==> src/rtl/vermicom_pkg.sv <==
// Shared types and constants for the Vermicom UART receive/transmit path.
package vermicom_pkg;

  typedef enum logic [2:0] {
    RX_IDLE,
    RX_START,
    RX_DATA,
    RX_STOP,
    RX_BREAK
  } rx_state_t;

  localparam int unsigned DATA_BITS    = 8;
  localparam int unsigned MIN_DIVISION = 2;

endpackage

==> src/rtl/vermicom_bit_timer.sv <==
// Loadable down-counter; o_tick is high while the count sits at zero.
module vermicom_bit_timer #(
  parameter int unsigned WIDTH = 32
) (
  input  logic             i_clk,
  input  logic             i_reset,
  input  logic             i_load,
  input  logic [WIDTH-1:0] i_load_value,
  output logic             o_tick
);

  logic [WIDTH-1:0] r_count;

  always_ff @(posedge i_clk or posedge i_reset) begin
    if (i_reset) begin
      r_count <= '0;
    end else if (i_load) begin
      r_count <= i_load_value;
    end else if (r_count != '0) begin
      r_count <= r_count - WIDTH'(1);
    end
  end

  assign o_tick = (r_count == '0);

endmodule

==> src/rtl/vermicom_rx_core.sv <==
// 8N1 serial receive engine: synchronises rxd, mid-bit samples at the latched
// DIVISION rate and delivers each framed byte with a one-cycle pulse.
module vermicom_rx_core #(
  parameter int unsigned DIVISION_WIDTH = 32,
  parameter int unsigned DATA_BITS      = 8
) (
  input  logic                      clk,
  input  logic                      reset,
  input  logic [DIVISION_WIDTH-1:0] division,
  input  logic                      rxd,
  output logic [DATA_BITS-1:0]      rx_data,
  output logic                      rx_valid,
  output logic                      frame_error,
  output logic                      busy
);

  import vermicom_pkg::*;

  localparam int unsigned IDX_W = (DATA_BITS > 1) ? $clog2(DATA_BITS) : 1;

  logic                      r_rxd_m;
  logic                      r_rxd_s;
  rx_state_t                 r_state;
  logic [DIVISION_WIDTH-1:0] r_div_q;
  logic [IDX_W-1:0]          r_bit_idx;
  logic [DATA_BITS-1:0]      r_shift;
  logic [DATA_BITS-1:0]      r_rx_data;
  logic                      r_rx_valid;
  logic                      r_frame_error;

  logic [DIVISION_WIDTH-1:0] w_div_clamped;
  logic                      w_load;
  logic [DIVISION_WIDTH-1:0] w_load_value;
  logic                      w_tick;

  always_ff @(posedge clk or posedge reset) begin
    if (reset) begin
      r_rxd_m <= 1'b1;
      r_rxd_s <= 1'b1;
    end else begin
      r_rxd_m <= rxd;
      r_rxd_s <= r_rxd_m;
    end
  end

  assign w_div_clamped = (division < DIVISION_WIDTH'(MIN_DIVISION)) ?
                         DIVISION_WIDTH'(MIN_DIVISION) : division;

  // Half-period load at the start edge uses the live clamped value because
  // r_div_q is only captured on that same edge.
  always_comb begin
    w_load       = 1'b0;
    w_load_value = r_div_q - DIVISION_WIDTH'(1);
    if ((r_state == RX_IDLE) && !r_rxd_s) begin
      w_load       = 1'b1;
      w_load_value = (w_div_clamped >> 1) - DIVISION_WIDTH'(1);
    end else if (w_tick && ((r_state == RX_START) || (r_state == RX_DATA))) begin
      w_load = 1'b1;
    end
  end

  vermicom_bit_timer #(
    .WIDTH(DIVISION_WIDTH)
  ) u_bit_timer (
    .i_clk        (clk),
    .i_reset      (reset),
    .i_load       (w_load),
    .i_load_value (w_load_value),
    .o_tick       (w_tick)
  );

  always_ff @(posedge clk or posedge reset) begin
    if (reset) begin
      r_state       <= RX_IDLE;
      r_div_q       <= '0;
      r_bit_idx     <= '0;
      r_shift       <= '0;
      r_rx_data     <= '0;
      r_rx_valid    <= 1'b0;
      r_frame_error <= 1'b0;
    end else begin
      r_rx_valid    <= 1'b0;
      r_frame_error <= 1'b0;
      case (r_state)
        RX_IDLE: begin
          if (!r_rxd_s) begin
            r_div_q <= w_div_clamped;
            r_state <= RX_START;
          end
        end
        RX_START: begin
          if (w_tick) begin
            if (r_rxd_s) begin
              r_state <= RX_IDLE;
            end else begin
              r_bit_idx <= '0;
              r_state   <= RX_DATA;
            end
          end
        end
        RX_DATA: begin
          if (w_tick) begin
            r_shift <= {r_rxd_s, r_shift[DATA_BITS-1:1]};
            if (r_bit_idx == IDX_W'(DATA_BITS - 1)) begin
              r_state <= RX_STOP;
            end else begin
              r_bit_idx <= r_bit_idx + IDX_W'(1);
            end
          end
        end
        RX_STOP: begin
          if (w_tick) begin
            if (r_rxd_s) begin
              r_rx_data  <= r_shift;
              r_rx_valid <= 1'b1;
              r_state    <= RX_IDLE;
            end else begin
              r_frame_error <= 1'b1;
              r_state       <= RX_BREAK;
            end
          end
        end
        RX_BREAK: begin
          // Hold off until the line recovers so a stuck-low rxd cannot re-trigger.
          if (r_rxd_s) begin
            r_state <= RX_IDLE;
          end
        end
        default: r_state <= RX_IDLE;
      endcase
    end
  end

  assign rx_data     = r_rx_data;
  assign rx_valid    = r_rx_valid;
  assign frame_error = r_frame_error;
  assign busy        = (r_state != RX_IDLE);

endmodule

==> config.mk <==
export PLATFORM = sky130hd
export DESIGN_NAME = vermicom_rx_core
export DESIGN_NICKNAME = d
export VERILOG_FILES = /design/src/rtl/vermicom_pkg.sv /design/src/rtl/vermicom_bit_timer.sv /design/src/rtl/vermicom_rx_core.sv
export SDC_FILE = /design/constraint.sdc
export NUM_CORES = 1
export LEC_CHECK = 0
export ABC_CLOCK_PERIOD_IN_PS = 8700
export CAP_MARGIN = 20
export CORE_UTILIZATION = 63
export DETAILED_ROUTE_END_ITERATION = 12
export HOLD_SLACK_MARGIN = 0.06
export PLACE_DENSITY = 0.9
export SLEW_MARGIN = 30
export SYNTH_ARGS = -nofsm -noshare
export SYNTH_HDL_FRONTEND = slang
export SYNTH_SLANG_ARGS = --single-unit
==> constraint.sdc <==
create_clock -name clk -period 8.7 [get_ports clk]
set_input_delay 1.305 -clock clk [delete_from_list [all_inputs] [get_ports clk]]
set_output_delay 1.305 -clock clk [all_outputs]
set_load 0.05 [all_outputs]
* Yosys cells after proc, flatten, opt, wreduce, memory -nomap -nowiden
Cells that the tools add are included.
** Word-level totals
- Flip-flop bits (word level) :: 90
- Output and inout bits :: 11
** Cells by class
- Add/subtract/negate cells :: 4
- Magnitude comparators :: 1
- Equality and inequality tests :: 13
- Mux-type cells :: 26
- Bitwise logic cells :: 1
- Reduce and logical (&&, ||, !) cells :: 15
** Operators with widths (number)
- 32-bit 2-to-1 mux :: 4
- 32-bit by 1-bit subtractor with 32-bit output (second input constant) :: 2
- 3-bit 2-to-1 mux :: 11
- 32-bit zero test :: 1
- 32-bit by 2-bit < comparator with 1-bit output (second input constant) :: 1
- 32-bit nonzero test :: 1
- 31-bit by 1-bit subtractor with 32-bit output (second input constant) :: 1
- 3-bit one-hot mux with 5 select lines :: 1
- 2-bit inequality test (second input constant) :: 7
- 1-bit 2-to-1 mux :: 8
- 3-bit by 2-bit equality test with 1-bit output (second input constant) :: 2
- 3-bit equality test (second input constant) :: 2
- 3-bit one-hot mux with 2 select lines :: 1
- 6-bit AND reduction :: 1
- 5-bit AND reduction :: 1
- 2-bit AND reduction :: 2
- 2-bit nonzero test :: 2
- 3-bit by 1-bit adder with 3-bit output (second input constant) :: 1
- 3-bit by 1-bit equality test with 1-bit output (second input constant) :: 1
- 3-bit zero test :: 1
- 3-bit AND reduction :: 1
- 3-bit nonzero test :: 1
- 1-bit logical AND :: 2
- 2-bit 2-to-1 mux :: 1
- other kinds (4) :: 4

* Logic depth before layout (Yosys ltp)
Gate-level depths: netlist of the first run.
- Word-level depth :: 6
- Depth in mapped cells :: 17
- Depth with buffers taken out :: 12

* Modules after synthesis
Synthesis of the first run repeated with hierarchy kept, for this count alone.
** Unflattened totals
- Cell total of the unflattened synthesis :: 617
- Area, all modules :: 5551.6 um2
** By module, submodules not included
- vermicom_rx_core :: times used 1, cells an instance 421, area an instance 3714.8 um2, seq. area each 1453.9 um2
- vermicom_bit_timer :: times used 1, cells an instance 196, area an instance 1836.8 um2, seq. area each 800.8 um2

* Worst setup path after synthesis of the first run
No wires, ideal clock.
- Path type :: reg-to-reg
- Start point :: reg r_rxd_s
- End point :: reg u_bit_timer.r_count[30]
- Library setup time :: 0.078 ns
- Arrival :: 4.181 ns
- Setup slack :: 4.441 ns
- Stages on the path, launching flop included :: 17
- Clock period less this slack :: 4.259 ns
- Cells stage by stage :: dfstp_2 > clkbuf_1 > nor4_1 > buf_2 > clkbuf_1 > nor2_1 > clkbuf_1 > clkbuf_1 > clkbuf_1 > a21oi_1 > a21oi_1 > ha_1 > nand4_1 > a221oi_4 > nand4_2 > or4_1 > a21oi_1
** On the way
- Word-level cells in the longest chain between the ends :: 4
- Elaborated cells between the ends (all ways) :: 6
** Ends and longest elaborated chain
- start: declaration :: RTL line vermicom_rx_core.sv:22 : logic r_rxd_s;
- start signal: assignment :: RTL line vermicom_rx_core.sv:42 : r_rxd_s <= r_rxd_m;
- 1-bit zero test (*)
- 1-bit logical AND (*) :: RTL line vermicom_rx_core.sv:54 : if ((r_state == RX_IDLE) && !r_rxd_s) begin
- 32-bit 2-to-1 mux or 1-bit 2-to-1 mux (tied branches) :: RTL line vermicom_rx_core.sv:54
- 32-bit 2-to-1 mux or 2-bit nonzero test (tied branches)
- end signal: assignment :: RTL line vermicom_bit_timer.sv:18 : r_count <= i_load_value;
- end signal: assignment :: RTL line vermicom_bit_timer.sv:20 : r_count <= r_count - WIDTH'(1);
- end: declaration :: RTL line vermicom_bit_timer.sv:12 : logic [WIDTH-1:0] r_count;
Every way passes the cells marked *; elsewhere a longest branch is shown, timed or not.
A chain may end at the register's enable or synchronous reset.

* Worst setup path after layout of the first run
- Start point :: reg u_bit_timer.r_count[23]
- End point :: reg u_bit_timer.r_count[30]
** On the way
- Word-level cells in the longest chain between the ends :: 5
- Elaborated cells between the ends (all ways) :: 9
** Ends and longest elaborated chain
- branches (longest 5 deep; another with 32-bit by 1-bit subtractor with 32-bit output)
Parallel ways; which one is timed is not known. The select of a mux whose other input is x is not followed.

==> results of run 1 <==
==> critical path, delay by kind of cell, from the launching register on <==
kind	cells	cell delay [ns]
AND/OR/NAND/NOR	7	2.79
buffers and inverters	1	0.28
adder cells (fa/ha/maj)	1	0.28
AO/OA/AOI/OAI	3	0.88
flip-flops	1	0.43
==> per-stage QoR <==
stage | cells | util | power, mW | hold WS (ns)
final | 730 | 0.749 | 0.950 | 0.361
after global routing | 730 | 0.749 | 0.989 | 0.364
after CTS | 730 | 0.749 | 0.944 | 0.361
after detailed placement | 714 | 0.725 | 0.672 | 0.347
after global placement | 714 | 0.725 | 0.663 | 0.346
after floorplan | 594 | - | 0.615 | 0.345
==> per-layer routing <==
metal  GRT usage  share of wire  routed length [um]
met2       0.516           0.47                6280
met3      0.0634          0.086                1160
met4       0.129          0.026                 346
met5           0              0                   0
met1       0.446           0.42                5670
==> state kept, by name, summed over array words and instances (netlist names) <==
name / flops
r_rxd_m: 1
r_div_q: 32
frame_error: 1
r_bit_idx: 3
u_bit_timer.r_count: 32
r_state: 3
rx_data: 8
r_rxd_s: 1
r_shift: 8
rx_valid: 1
==> worst min-delay path by stage <==
stage	slack, ns	depth (start not counted)	start	endpoint
finish	0.36	0	r_rxd_m$_DFF_PP1_	r_rxd_s$_DFF_PP1_
CTS	0.36	0	r_rxd_m$_DFF_PP1_	r_rxd_s$_DFF_PP1_
global route	0.36	0	r_rxd_m$_DFF_PP1_	r_rxd_s$_DFF_PP1_
detailed placement	0.35	0	r_rxd_m$_DFF_PP1_	r_rxd_s$_DFF_PP1_
floorplan	0.35	0	r_rxd_m$_DFF_PP1_	r_rxd_s$_DFF_PP1_
global placement	0.35	0	r_rxd_m$_DFF_PP1_	r_rxd_s$_DFF_PP1_
==> kinds of logic (layout without fill, tap and decap cells) <==
kind of cell | after synthesis | after routing
AND/OR/NAND/NOR | 284 | 284
adder cells (fa/ha/maj) | 3 | 3
AO/OA/AOI/OAI | 133 | 133
buffers and inverters | 35 | 69
flip-flops | 90 | 90
multiplexers | 28 | 28
XOR/XNOR | 21 | 21
==> area by class of cell <==
type / count / area (um2) / share of cell area
repair buffers: 51 / 499 / 0.0845
multi-input cells: 469 / 2830 / 0.479
clock inverters: 7 / 62.6 / 0.0106
inverters: 2 / 8.76 / 0.00148
flip-flops and latches: 90 / 2250 / 0.382
well taps: 102 / 128 / 0.0216
clock buffers: 9 / 124 / 0.0210
==> cell usage in the layout (no fill, tap or decap), types with 8 or more instances in the layout <==
| master | instances |
|---|---|
| mux2_2 | 18 |
| dfrtp_1 | 88 |
| or3_1 | 8 |
| clkdlybuf4s50_1 | 45 |
| nor4_1 | 14 |
| o21ai_0 | 22 |
| xor2_1 | 9 |
| and2_1 | 10 |
| a21oi_1 | 41 |
| nand2_1 | 121 |
| mux2i_1 | 8 |
| nand3_1 | 19 |
| nor3_1 | 32 |
| nor2_1 | 46 |
| xnor2_1 | 12 |
| clkbuf_8 | 9 |
==> power breakdown <==
part / internal, mW / leakage [nW] / total [mW] / switching, mW
registers: 0.455 / 1.11 / 0.490 / 0.0345
clock network: 0.110 / 0.0976 / 0.277 / 0.168
logic: 0.0789 / 1.28 / 0.183 / 0.104
total: 0.644 / 2.48 / 0.950 / 0.306
==> reports/qor.yml, run 1 <==
drive_above_1_share: 0.105
numCtsBuffers: 9
start_util: 0.661
synth-seq-area-share: 0.432
wl_per_cell_um: 18.4
io-pin-count: 46
port_buffers: 45
worst_pin_slew_ns: 0.827
place_area_um2: 5720
antenna_found_initial: 0
viasPerCell: 6.70
rows: 32
num_antenna_cells: 0
worstPathCellList: "or4_4, nor4_4, and4_4, nor2_2, buf_4, a21boi_0, ha_1, nand4_1, a221oi_4, nand4_2, or4_1, a21oi_1"
cts_max_path_buffers: 2
mappedNetlistArea_um2: 5220
core_um2: 7890
die_area_um2: 8650
pre_cts_ws_ns: 3.90
grt_usage: 0.327
rr_worst_depth: 12
dr.pass1.iters: 6
netlist_top_cells_count: "nand2_1, dfrtp_1, nor2_1"
cts_root_buf: "clkbuf_8"
dpl.hpwl_mm: 9.13
drtIter0Drc: 535
num-fill-cells: 563
ant_nets: 0
r2r-start: "u_bit_timer.r_count[23]$_DFFE_PP0P_"
synthXorXnorAreaFrac: 0.0353
grt_pass1_wl_mm: 22.1
area_delta_synth_final_pct: 13.2
yosysTopAreaCellShare: 0.422
yosys.area_share.simple: 0.258
cts_hold_buf: 0
cpPeakStageDelay_ns: 0.60
cts_max_level: 3
fin_crit_sh: 0.544
rrSetupSlack_ns: 3.97
avgSynthCellArea_um2: 8.78
cp-startpoint: "u_bit_timer.r_count[23]$_DFFE_PP0P_"
grt_max_degree: 91
cts_setup_buffers: 0
endpoint: "u_bit_timer.r_count[30]$_DFFE_PP0P_"
path_class: "reg2reg"
synth_top_family_by_area: "simple AND/OR/NAND/NOR gates"
clock_sinks: 90
crit_slowest_cell: "or4_4"
cp-start-kind: "flop"
stdcell_area_um2: 5910
ir_worst_vdd_mv: 0.140
ys.flop_type: "dfrtp_1"
syn_nets: 632
cts_resized: 0
synth_largest_area_cell: "dfrtp_1"
p_leak_nw: 2.48
finalHoldViolCount: 0
synthAdderAreaFrac: 0.00719
wl_mm: 13.5
clkTransAtPathRegs_ns: 0.10
synthCells: 594
synth-warning-count: 0
grt_pass1_vias: 4628
max_freq_ghz: 0.211
clk_latency_ns: 0.37
synth_edf_count: 0
relSlewSlack: 0.449
outcome: "finished, final reports clean"
vias: 4889
endpoint_kind: "flop"
synth.area.mux_share: 0.0585
rsz0062_at_grt: "no"
finalNetCount: 661
ys_seq_elements: 90
setup_violations: 0
period_needed_ns: 4.73
hold_class: "reg2reg"
gp_congestion: 0.955
powerDensity_nw_per_um2: 161
synth_compound_area_frac: 0.181
synth_cell_types: 67
slew_viol_final: 0
cts_tree: "done"
yosysMostFrequentCell: "nand2_1"
timing.final.ws_setup_ns: 3.97
required_ns: 9.00
fin_setup_tns_ns: 0
drv_cap: 0
grt.overflow.total: 0
die_h_um: 93.0
critPathMaxFanout: 24
die_w_um: 93.0
ys_async_sr_fraction: 1.00
synth_area_leaders: "dfrtp_1, nand2_1, a21oi_1"
critPathArrivalTime_ns: 5.03
clock_skew_ns: 0.00730
reg2reg_to: "u_bit_timer.r_count[30]$_DFFE_PP0P_"
drc_errors: 0
Power figures use the tool's default switching activity.
==> run 2: changes to the inputs <==
--- a/config.mk
+++ b/config.mk
@@ -5,12 +5,12 @@
 export SDC_FILE = /design/constraint.sdc
 export NUM_CORES = 1
 export LEC_CHECK = 0
-export ABC_CLOCK_PERIOD_IN_PS = 8700
+export ABC_CLOCK_PERIOD_IN_PS = 4550
 export CAP_MARGIN = 20
-export CORE_UTILIZATION = 63
+export CORE_UTILIZATION = 58
 export DETAILED_ROUTE_END_ITERATION = 12
 export HOLD_SLACK_MARGIN = 0.06
-export PLACE_DENSITY = 0.9
+export PLACE_DENSITY = 0.84
 export SLEW_MARGIN = 30
 export SYNTH_ARGS = -nofsm -noshare
 export SYNTH_HDL_FRONTEND = slang
==> constraint.sdc (replaced) <==
create_clock -name clk -period 4.55 [get_ports clk]
set_input_delay 0.6825 -clock clk [delete_from_list [all_inputs] [get_ports clk]]
set_output_delay 0.6825 -clock clk [all_outputs]
set_load 0.05 [all_outputs]
==> run 2 against run 1 <==
Net effect:
- sequential share of layout area down 0.59 points
- cell count increased by 1.8%
- final area up 1.6%
- count of clock-buffer cells in the layout stayed put
- clock power increased by 98%
- critical path depth decreased by 1
- routed wire length increased by 4.7%
- utilization decreased by 6.1 points
- non-clock buffer count is 7 higher
- die area is 8.4% higher
- first-iteration DRC count shrank 10%
- flip-flop and latch count is the same
==> reports/qor.yml, run 2 (synthesis results as in run 1) <==
outcome: "finished, final reports clean"
critPathArrivalTime_ns: 4.55
critPathMaxFanout: 5
drv_cap: 0
hold_class: "reg2reg"
hold_ws_ns: 0.363
wl_per_cell_um: 19.0
ant_nets: 0
regArea_um2: 2250
die_area_um2: 9380
rrSetupSlack_ns: 0.29
grt.overflow.total: 0
dp.cells: 727
die_w_um: 96.8
start_util: 0.598
multi_input_area_um2: 2830
cts_max_path_buffers: 2
drive_above_1_share: 0.115
final_cell_mix: "nand2_1, dfrtp_1, nor2_1"
wl_mm: 14.1
timing.final.ws_setup_ns: 0.287
core_um2: 8720
cts_hold_buf: 0
critPathMostFrequentCell: "or4_1"
cts_resized: 0
final_util: 0.688
final_cells: 743
endpoint_kind: "flop"
crit_slowest_cell: "or4_1"
clkTransAtPathRegs_ns: 0.10
viasPerCell: 6.48
layout.cells.most_common: "nand2_1"
grt_pass1_wl_mm: 23.5
drtIter0Drc: 479
gp_congestion: 0.922
relSlewSlack: 0.526
cp-start-kind: "flop"
rsz0062_at_grt: "no"
p_total_mw: 1.83
pre_cts_ws_ns: 0.340
powerDensity_nw_per_um2: 306
grt_max_degree: 40
cts_max_level: 3
num_antenna_cells: 0
dr.pass1.iters: 5
slew_viol_final: 0
finalNetCount: 668
io-pin-count: 46
cts_setup_buffers: 0
fin_setup_tns_ns: 0
max_freq_ghz: 0.235
place_area_um2: 5800
period_needed_ns: 4.26
cts_tree: "done"
finalHoldViolCount: 0
cpPeakStageDelay_ns: 0.66
clk_latency_ns: 0.38
port_buffers: 45
path_class: "reg2reg"
dpl.hpwl_mm: 9.95
worst_pin_slew_ns: 0.704
numCtsBuffers: 9
grt_usage: 0.313
ir_worst_vdd_mv: 0.160
grt_pass1_vias: 4851
vias: 4812
top_regs: "r_div_q (32), u_bit_timer.r_count (32)"
required_ns: 4.84
antenna_found_initial: 0
worstPathCellList: "or4_1, nor4_4, and4_4, nor2_2, a21boi_0, ha_1, nand4_1, a221oi_4, nand4_2, or4_1, a21oi_1"
cts_root_buf: "clkbuf_8"
clock_sinks: 90
stdcell_area_um2: 6000
rows: 34
fin_crit_sh: 0.937
num-fill-cells: 682
drc_errors: 0
die_h_um: 96.8
setup_violations: 0
p_leak_nw: 2.52
area_delta_synth_final_pct: 15.0
clock_skew_ns: 0.0119
run 2: cell count changes in the layout (fill, tap and decap cells not counted), sizes merged:
cell and change:
buf +7
run 2: where the power goes:
group	switching, mW	total, mW	internal [mW]
Combinational	0.197	0.349	0.152
Sequential	0.0660	0.936	0.870
Clock	0.333	0.548	0.216
Total	0.596	1.83	1.24
run 2: final timing paths:
kind / from / end / cells past startpoint
worst max-delay path: u_bit_timer.r_count[16]$_DFFE_PP0P_ / u_bit_timer.r_count[30]$_DFFE_PP0P_ / 11
worst min-delay path: r_rxd_m$_DFF_PP1_ / r_rxd_s$_DFF_PP1_ / 0
worst max register to register: u_bit_timer.r_count[16]$_DFFE_PP0P_ / u_bit_timer.r_count[30]$_DFFE_PP0P_ / 11
worst min register to register: r_rxd_m$_DFF_PP1_ / r_rxd_s$_DFF_PP1_ / 0
max in group asynchronous: reset / u_bit_timer.r_count[12]$_DFFE_PP0P_ / 3
min in group asynchronous: reset / rx_data[1]$_DFFE_PP0P_ / 2
run 2: final cells by class:
class / instances / area share
multi-input combinational: 469 / 0.472
sequential: 90 / 0.376
timing repair buffer: 58 / 0.0955
tap: 108 / 0.0225
clock buffer: 9 / 0.0207
clock inverter: 7 / 0.0123
inverter: 2 / 0.00146
run 2: worst max-delay path, delay by kind of cell, from the launching register on:
| family | cells | cell delay [ns] |
|---|---|---|
| DFF | 1 | 0.42 |
| adders and majority gates | 1 | 0.29 |
| and+or+nand+nor | 7 | 2.49 |
| AOI/OAI and AO/OA | 3 | 0.96 |
run 2: metal layers:
| layer | wire length, um | track usage | vias up |
|---|---|---|---|
| li1 | - | - | 2219 |
| met1 | 6010 | 0.427 | 2333 |
| met2 | 6560 | 0.488 | 220 |
| met3 | 1040 | 0.0455 | 40 |
| met4 | 472 | 0.154 | 0 |
| met5 | 0 | 0 | - |
